**src/rtl/otp_pkg.sv**
```systemverilog
// Shared constants and the Galois LFSR step for the one-time-pad engine.
package otp_pkg;

  localparam logic OTP_ENC = 1'b0;
  localparam logic OTP_DEC = 1'b1;

  // Maximal-length tap masks and nonzero seeds for the common widths.
  localparam logic [7:0]  OTP_POLY_8  = 8'hB8;
  localparam logic [7:0]  OTP_SEED_8  = 8'h5A;
  localparam logic [15:0] OTP_POLY_16 = 16'hB400;
  localparam logic [15:0] OTP_SEED_16 = 16'hACE1;
  localparam logic [31:0] OTP_POLY_32 = 32'h8020_0003;
  localparam logic [31:0] OTP_SEED_32 = 32'h0000_0001;

  // Operands are zero-extended to 32 bits; the upper bits stay zero because
  // the tap mask is no wider than the state, so callers just truncate.
  function automatic logic [31:0] lfsr_next(input logic [31:0] state,
                                            input logic [31:0] poly);
    return (state >> 1) ^ (state[0] ? poly : 32'h0);
  endfunction

endpackage

```
**src/rtl/otp_free_slot_enc.sv**
```systemverilog
// Priority encoder: index of the lowest-numbered slot whose valid bit is clear.
module otp_free_slot_enc #(
  parameter int DEPTH = 8,
  localparam int IDX_W = $clog2(DEPTH)
) (
  input  logic [DEPTH-1:0] valid_bits,
  output logic [IDX_W-1:0] free_idx,
  output logic             any_free
);

  always_comb begin
    // NOTE: every output gets a default before the loop, so no path leaves
    // a signal unassigned and no latch is inferred.
    free_idx = '0;
    any_free = 1'b0;
    // Scanning high-to-low lets the lowest free slot overwrite the others.
    for (int i = DEPTH - 1; i >= 0; i--) begin
      if (!valid_bits[i]) begin
        free_idx = IDX_W'(i);
        any_free = 1'b1;
      end
    end
  end

endmodule

```
**src/rtl/otp_pad_engine.sv**
```systemverilog
// One-time-pad encrypt/decrypt engine: LFSR-generated pads stored in slots,
// each pad destroyed after a single decrypt. 1-cycle latency, valid/ready I/O.
module otp_pad_engine
  import otp_pkg::*;
#(
  parameter int                DATA_W    = 8,
  parameter int                DEPTH     = 8,
  parameter logic [DATA_W-1:0] LFSR_POLY = DATA_W'(OTP_POLY_8),
  parameter logic [DATA_W-1:0] LFSR_SEED = DATA_W'(OTP_SEED_8),
  localparam int IDX_W = $clog2(DEPTH),
  localparam int CNT_W = $clog2(DEPTH + 1)
) (
  input  logic              clk,
  input  logic              rst_n,
  input  logic              ena,
  input  logic              flush,
  input  logic              in_valid,
  output logic              in_ready,
  input  logic              in_mode,
  input  logic [DATA_W-1:0] in_data,
  input  logic [IDX_W-1:0]  in_idx,
  output logic              out_valid,
  input  logic              out_ready,
  output logic [DATA_W-1:0] out_data,
  output logic [IDX_W-1:0]  out_idx,
  output logic              out_err,
  output logic [CNT_W-1:0]  pad_count,
  output logic              full
);

  logic [DATA_W-1:0] pad_mem_q [DEPTH];
  logic [DATA_W-1:0] pad_mem_d [DEPTH];
  logic [DEPTH-1:0]  slot_valid_q, slot_valid_d;
  logic [CNT_W-1:0]  pad_count_q, pad_count_d;
  logic [DATA_W-1:0] lfsr_q, lfsr_d;
  logic              out_valid_q, out_valid_d;
  logic [DATA_W-1:0] out_data_q, out_data_d;
  logic [IDX_W-1:0]  out_idx_q, out_idx_d;
  logic              out_err_q, out_err_d;

  logic [IDX_W-1:0]  free_idx;
  logic              any_free;
  logic              accept;

  otp_free_slot_enc #(.DEPTH(DEPTH)) u_free_slot_enc (
    .valid_bits (slot_valid_q),
    .free_idx   (free_idx),
    .any_free   (any_free)
  );

  assign in_ready  = ena && !flush && (!out_valid_q || out_ready);
  assign accept    = in_valid && in_ready;
  assign out_valid = out_valid_q;
  assign out_data  = out_data_q;
  assign out_idx   = out_idx_q;
  assign out_err   = out_err_q;
  assign pad_count = pad_count_q;
  assign full      = (pad_count_q == CNT_W'(DEPTH));

  always_comb begin
    pad_mem_d    = pad_mem_q;
    slot_valid_d = slot_valid_q;
    pad_count_d  = pad_count_q;
    lfsr_d       = lfsr_q;
    out_valid_d  = out_valid_q;
    out_data_d   = out_data_q;
    out_idx_d    = out_idx_q;
    out_err_d    = out_err_q;

    // The output handshake completes independently of flush and ena.
    if (out_ready) out_valid_d = 1'b0;

    if (flush) begin
      slot_valid_d = '0;
      pad_count_d  = '0;
      for (int i = 0; i < DEPTH; i++) pad_mem_d[i] = '0;
    end else if (accept) begin
      out_valid_d = 1'b1;
      if (in_mode == OTP_ENC) begin
        if (any_free) begin
          out_data_d             = in_data ^ lfsr_q;
          out_idx_d              = free_idx;
          out_err_d              = 1'b0;
          pad_mem_d[free_idx]    = lfsr_q;
          slot_valid_d[free_idx] = 1'b1;
          pad_count_d            = pad_count_q + CNT_W'(1);
          lfsr_d = DATA_W'(lfsr_next(32'(lfsr_q), 32'(LFSR_POLY)));
        end else begin
          out_data_d = '0;
          out_idx_d  = '0;
          out_err_d  = 1'b1;
        end
      end else begin
        out_idx_d = in_idx;
        if (slot_valid_q[in_idx]) begin
          out_data_d           = in_data ^ pad_mem_q[in_idx];
          out_err_d            = 1'b0;
          pad_mem_d[in_idx]    = '0;
          slot_valid_d[in_idx] = 1'b0;
          pad_count_d          = pad_count_q - CNT_W'(1);
        end else begin
          out_data_d = '0;
          out_err_d  = 1'b1;
        end
      end
    end
  end

  // NOTE: the pad storage is reset along with the control state so that no
  // key material survives a reset; this costs a reset net on every pad bit.
  always_ff @(posedge clk or negedge rst_n) begin
    if (!rst_n) begin
      for (int i = 0; i < DEPTH; i++) pad_mem_q[i] <= '0;
      slot_valid_q <= '0;
      pad_count_q  <= '0;
      lfsr_q       <= LFSR_SEED;
      out_valid_q  <= 1'b0;
      out_data_q   <= '0;
      out_idx_q    <= '0;
      out_err_q    <= 1'b0;
    end else begin
      // NOTE: sequential state uses non-blocking assignments so every flop
      // samples its pre-edge value regardless of statement order.
      pad_mem_q    <= pad_mem_d;
      slot_valid_q <= slot_valid_d;
      pad_count_q  <= pad_count_d;
      lfsr_q       <= lfsr_d;
      out_valid_q  <= out_valid_d;
      out_data_q   <= out_data_d;
      out_idx_q    <= out_idx_d;
      out_err_q    <= out_err_d;
    end
  end

endmodule
```
**config.mk**
```make
export PLATFORM = sky130hd
export DESIGN_NAME = otp_pad_engine
export DESIGN_NICKNAME = d
export VERILOG_FILES = /design/src/rtl/otp_pkg.sv /design/src/rtl/otp_free_slot_enc.sv /design/src/rtl/otp_pad_engine.sv
export SDC_FILE = /design/constraint.sdc
export NUM_CORES = 1
export LEC_CHECK = 0
export CAP_MARGIN = 20
export CORE_MARGIN = 2
export CORE_UTILIZATION = 40
export DETAILED_ROUTE_END_ITERATION = 8
export PLACE_DENSITY = 0.61
export SYNTH_ARGS = -nofsm -noshare
export SYNTH_HDL_FRONTEND = slang
export SYNTH_HIERARCHICAL = 1
export SYNTH_SLANG_ARGS = --single-unit
```
**constraint.sdc**
```tcl
create_clock -name clk -period 1.89 [get_ports clk]
set_clock_uncertainty 0.05 [all_clocks]
set_input_delay 0.378 -clock clk [delete_from_list [all_inputs] [get_ports clk]]
set_output_delay 0.378 -clock clk [all_outputs]
set_load 0.02 [all_outputs]
```
### After elaboration in Yosys (flattened, before gate mapping)

Cells that the tools add are included.

| storage, ports and cells | value |
|---|---|
| bits in registers | 97 |
| output and inout bits | 19 |
| word-level logic and storage cells | 111 |

| operators by class | value |
|---|---|
| $add $sub $neg | 2 |
| magnitude comparators | 8 |
| equality and inequality tests | 2 |
| mux-type cells | 57 |
| bitwise logic cells | 12 |
| reductions and logical operators | 15 |

Operator list:

| operator | number |
|---|---|
| 64-bit 2-to-1 mux | 5 |
| 8-bit 2-to-1 mux | 13 |
| 64-bit bitwise AND | 1 |
| 64-bit bitwise mux | 1 |
| 64-bit inverter | 1 |
| 8-bit demux with 3-bit select | 2 |
| 3-bit 2-to-1 mux | 10 |
| 8-bit binary-select mux with 3-bit select | 1 |
| 4-bit 2-to-1 mux | 5 |
| 1-bit 2-to-1 mux | 17 |
| 8-bit bitwise XOR | 2 |
| 8-bit bitwise AND | 1 |
| 4-bit greater-or-equal comparator (second input constant) | 2 |
| 3-bit by 4-bit less-than comparator with 1-bit output (second input constant) | 2 |
| 4-bit by 1-bit less-than comparator with 1-bit output (second input constant) | 2 |
| 3-bit inverter with 4-bit output | 2 |
| 8-bit inverter | 1 |
| 8-bit OR | 1 |
| 7-bit by 8-bit bitwise XOR with 8-bit output | 1 |
| 1-bit logical AND | 7 |
| 1-bit demux with 3-bit select | 2 |
| 3-bit by 1-bit greater-or-equal comparator with 1-bit output (second input constant) | 2 |
| 4-bit by 1-bit adder with 4-bit output (second input constant) | 1 |
| 4-bit equality test (second input constant) | 1 |
| 11 further kinds | 13 |

### Depth between registers and ports, before layout

| logic depth | value |
|---|---|
| depth after elaboration | 18 |
| depth in mapped cells | 9 |

### By module

Netlist, hierarchy kept.

Modules (own cells, without submodules):

| module | times used | cells an instance | area an instance (um^2) | seq. area each (um^2) |
|---|---|---|---|---|
| otp_pad_engine | 1 | 469 | 5023.6 | 2432.3 |
| otp_free_slot_enc | 1 | 14 | 77.6 | 0.0 |

### Worst setup path before layout

No wires, ideal clock.

| timing | value |
|---|---|
| kind | flip-flop to flip-flop |
| start | reg slot_valid_q[0] |
| end | reg pad_mem_q[55] (netlist bit) |
| data arrival time | 1981 ps |
| path slack | -207 ps |
| stages on the path, launching flop included | 9 |
| path buffers | 1 |
| period minus slack after synthesis | 2097 ps |
| cells stage by stage | dfrtp_1 nand4_1 or3_1 clkbuf_1 nor2b_1 a21oi_1 nor2_1 o22ai_1 a22o_1 |

| between the ends | value |
|---|---|
| elaborated cells between the ends (all ways) | 18 |

RTL lines:

| what | RTL line | source |
|---|---|---|
| from (decl) | otp_pad_engine.sv:33 | `logic [DEPTH-1:0] slot_valid_q, slot_valid_d;` |
| from (signal assigned) | otp_pad_engine.sv:125 | `slot_valid_q <= slot_valid_d;` |
| 1-bit 2-to-1 mux | otp_free_slot_enc.sv:18 | `if (!valid_bits[i]) begin` |
| named net any_free | otp_pad_engine.sv:42 | `logic any_free;` |
| 3-bit nonzero test (no source line) | -- |  |
| 3-bit AND reduction (no source line) | -- |  |
| to (signal assigned) | otp_pad_engine.sv:124 | `pad_mem_q <= pad_mem_d;` |
| to (decl) | otp_pad_engine.sv:31 | `logic [DATA_W-1:0] pad_mem_q [DEPTH];` |

The timed path passes the listed nets, and every way through them passes these cells. The select of a mux whose other input is x is not followed.
A chain may end at the register's enable or synchronous reset.

### Final worst setup path

| timing | value |
|---|---|
| start | reg slot_valid_q[0] |
| end | reg out_idx_q[0], in the netlist out_idx[0] |

| between the ends | value |
|---|---|
| longest elaborated chain between the ends | 3 |
| elaborated cells between the ends (all ways) | 4 |

Ends and longest elaborated chain:

| what | RTL line | source |
|---|---|---|
| 1-bit 2-to-1 mux | otp_free_slot_enc.sv:18 |  |
| named net any_free | otp_pad_engine.sv:42 |  |
| 3-bit 2-to-1 mux | otp_pad_engine.sv:80 | `if (any_free) begin` |
| 3-bit 2-to-1 mux | otp_pad_engine.sv:79 | `if (in_mode == OTP_ENC) begin` |
| to (signal assigned) | otp_pad_engine.sv:130 | `out_idx_q <= out_idx_d;` |
| to (decl) | otp_pad_engine.sv:38 | `logic [IDX_W-1:0] out_idx_q, out_idx_d;` |

The timed path passes the listed nets, and every way through them passes these cells.

==> key figures <==
Synthesis
  – Most area-hungry cell type in the Yosys netlist: dfrtp_1
  – Synthesis Warnings: 6
  – Synth cell types: 62
  – Yosys top cell area share: 0.456
  – Syn nets: 504
  – Post-synth ARST share: 1.00
  – Post-synth EDFFs: 0
  – Cells after Synth: 483
  – Mapped cell area: 5100 um2
  – Primary FF master, synth: dfrtp_1
  – Largest cells by area after synthesis: dfrtp_1, a22o_1, mux2i_1
  – FF+latch count, synth: 97
  – Mapped Avg Cell Area: 10.6 um2
  – Sequential area share after synthesis: 0.477

Setup path
  – Crit path kind: flip-flop to flip-flop
  – WP data required: 2.07 ns
  – Worst r2r path cells: 8
  – CP Launch Type: flip-flop
  – Crit-path max FO: 4
  – Critical Path End Type: flip-flop
  – Crit path DAT: 2.28 ns

Outcome
  – Failing checks: setup timing
  – Run status: finished, violations left

Timing
  – Min Clock Period, post-route: 2.10 ns
  – Hold_ws: 0.448 ns
  – Hold Vio Cnt, Final: 0
  – Max Freq: 476 MHz
  – Final Cycle Share: 1.11
  – Final Setup Violations: 84
  – Actual slew at the worst max-slew pin: 0.442 ns
  – Max Slew Vio Count: 0
  – RSZ-0062 raised after global routing: yes
  – Final Worst Setup Slack: -0.211 ns
  – Setup TNS: -9.39 ns
  – Slew margin rel.: 0.705

Global routing
  – Gr usage total: 0.248
  – Total gr overflow: 0
  – Largest net degree at the start of global routing: 40
  – Met2 global-route usage: 0.401
  – First-pass GRT wire length: 25700 um
  – Initial antenna violation count: 0
  – Most Crowded Layer GR: met2
  – M1 GR Usage: 0.328
  – Vias in the first global route: 4703
  – Grt met3 use: 0.0443

Cells and area
  – Final nets: 636
  – Layout cells sized above 1: 0.379
  – Area delta synth->final: 44.7%
  – Antenna diode count: 0
  – Filler Cells Inserted: 1021

CTS
  – CTS Buf Count: 9
  – H-tree depth: 3
  – Clock root buffer: clkbuf_16
  – Clock Path Buffers: 2
  – Reg clk slew, reported paths: 0.07 ns
  – TritonCTS clock tree: done
  – CTS Sinks: 97
  – Clock latency at the later pin of the worst-skew pair: 0.35 ns

Hold path
  – Worst Hold Depth: 1
  – Hold WC Path Type: flip-flop to flip-flop

Job
  – Max_cap viols: 0

Detailed routing
  – Routed Wire Length: 17000 um
  – Via count: 4723
  – WL/cell: 21.5 um
  – Drt pass-1 iters: 6
  – DR iter-0 viols: 433
  – Post-DR vias/cell: 5.96
  – DR DRC count: 0
  – DRT antenna net count: 0

Place
  – PortBufs: 36
  – Post-DP HPWL: 11000 um
  – Routability cong.: 0.912

Floorplanning
  – I/O Pins: 37
  – Die ar.: 13700 um2
  – Die H: 117 um
  – CORE AREA: 12500 um2
  – Die width: 117 um
  – Num rows: 41
  – Initial Utilization: 0.408

Power and ir drop
  – Static leakage: 3.28 nW
  – Tot Pwr: 4.74 mW
  – Power Density: 642 nW/um2
  – Maximum VDD drop: 0.503 mV
-- worst paths after layout --
kind / slack, ns / endpoint / start
max: -0.21 / out_idx[0] / slot_valid_q[0]
min: 0.45 / pad_mem_q[5] / pad_mem_q[5]
max reg2reg: -0.21 / out_idx[0] / slot_valid_q[0]
min reg2reg: 0.45 / pad_mem_q[5] / pad_mem_q[5]
max in group asynchronous: 0.75 / lfsr_q[6] / rst_n
min in group asynchronous: 0.46 / pad_mem_q[27] / rst_n
-- report_power, final --
group          switching [mW]  leakage [nW]  total [mW]  internal (mW)
logic                   0.444          1.84       0.797          0.353
clock network           0.865         0.133        1.78          0.913
registers              0.0362          1.32        2.16           2.13
-- Yosys cell counts (4+ instances only) --
| cell | count |
|---|---|
| dfrtp_1 | 93 |
| a22o_1 | 66 |
| nand2_1 | 38 |
| o21ai_0 | 27 |
| nor2_1 | 21 |
| xnor2_1 | 16 |
| buf_2 | 15 |
| mux2i_1 | 15 |
| a221oi_1 | 11 |
| nor3_1 | 11 |
| a21oi_1 | 10 |
| and2_1 | 10 |
| buf_1 | 10 |
| mux2_2 | 10 |
| o21ai_1 | 10 |
| inv_1 | 9 |
| nor2b_1 | 8 |
| a31oi_1 | 7 |
| clkbuf_1 | 7 |
| nand2b_1 | 7 |
| o22ai_1 | 6 |
| nor2_2 | 5 |
| and3_1 | 4 |
| dfstp_2 | 4 |
| xor2_1 | 4 |
-- cell families (layout without fill, tap and decap cells) --
| family | Yosys count | after routing | synth area share |
|---|---|---|---|
| AO/OA/AOI/OAI | 169 | 169 | 0.251 |
| XOR/XNOR | 20 | 20 | 0.0343 |
| adder cells (fa/ha/maj) | 3 | 3 | 0.00883 |
| buffers and inverters | 45 | 182 | 0.0412 |
| flip-flops | 97 | 97 | 0.477 |
| multiplexers | 29 | 29 | 0.0662 |
| AND/OR/NAND/NOR | 120 | 120 | 0.122 |
-- per-layer routing --
layer / part of all wire / vias to the layer above
li1: - / 2073
met1: 0.42 / 2413
met2: 0.49 / 181
met3: 0.045 / 56
met4: 0.039 / 0
met5: 0 / -
-- critical path, cell delays in order (launching register included) --
cell,delay [ns]
dfrtp_1,0.41
nand4_1,0.15
or3_4,0.41
buf_4,0.16
buf_6,0.11
nor2b_4,0.13
buf_6,0.13
a221oi_1,0.34
nor2_1,0.08
-- flip-flops by register name, summed over array words and instances, names as in the netlist --
register / cells
lfsr_q: 8
out_data: 8
out_err: 1
out_idx: 3
out_valid: 1
pad_count: 4
pad_mem_q: 64
slot_valid_q: 8
-- cell usage in the layout, fill, tap and decap left out, drive strengths merged, types with 12 or more instances in the layout --
cell type / netlist / routed
dfrtp: 93 / 93
xnor2: 16 / 16
o21ai: 37 / 37
nor3: 13 / 13
mux2: 12 / 12
a21oi: 12 / 12
clkdlybuf4s50: 0 / 29
mux2i: 15 / 15
buf: 29 / 121
nand2: 38 / 38
clkbuf: 7 / 14
nor2: 26 / 26
a22o: 66 / 66
-- what timing repair did --
action,4_1_cts,5_1_grt
setup endpoints to repair,90,94
endpoints found under the hold margin,26,0
cloned,0,1
buffers inserted,19,11
hold buffers,1,0
resized for setup,94,72
pin swaps,58,44
-- per-stage QoR --
stage,setup WS [ns],std cells,instance area [um2],util
floorplan,-0.0475,483,5130,-
global route,-0.258,792,7380,0.590
finish,-0.211,792,7380,0.590
detailed placement,-0.688,747,6300,0.503
CTS,-0.104,780,7040,0.562
global placement,-0.645,747,6300,0.503
-- final cells by class --
cell class | instances | area [um2] | area share
multi-input cells | 341 | 2940 | 0.398
repair buffers | 157 | 1480 | 0.200
well taps | 172 | 215 | 0.0292
clock buffers | 10 | 229 | 0.0310
flip-flops and latches | 97 | 2430 | 0.330
inverters | 9 | 36.3 | 0.00492
clock inverters | 6 | 51.3 | 0.00695
(Power assumes the default switching activity.)
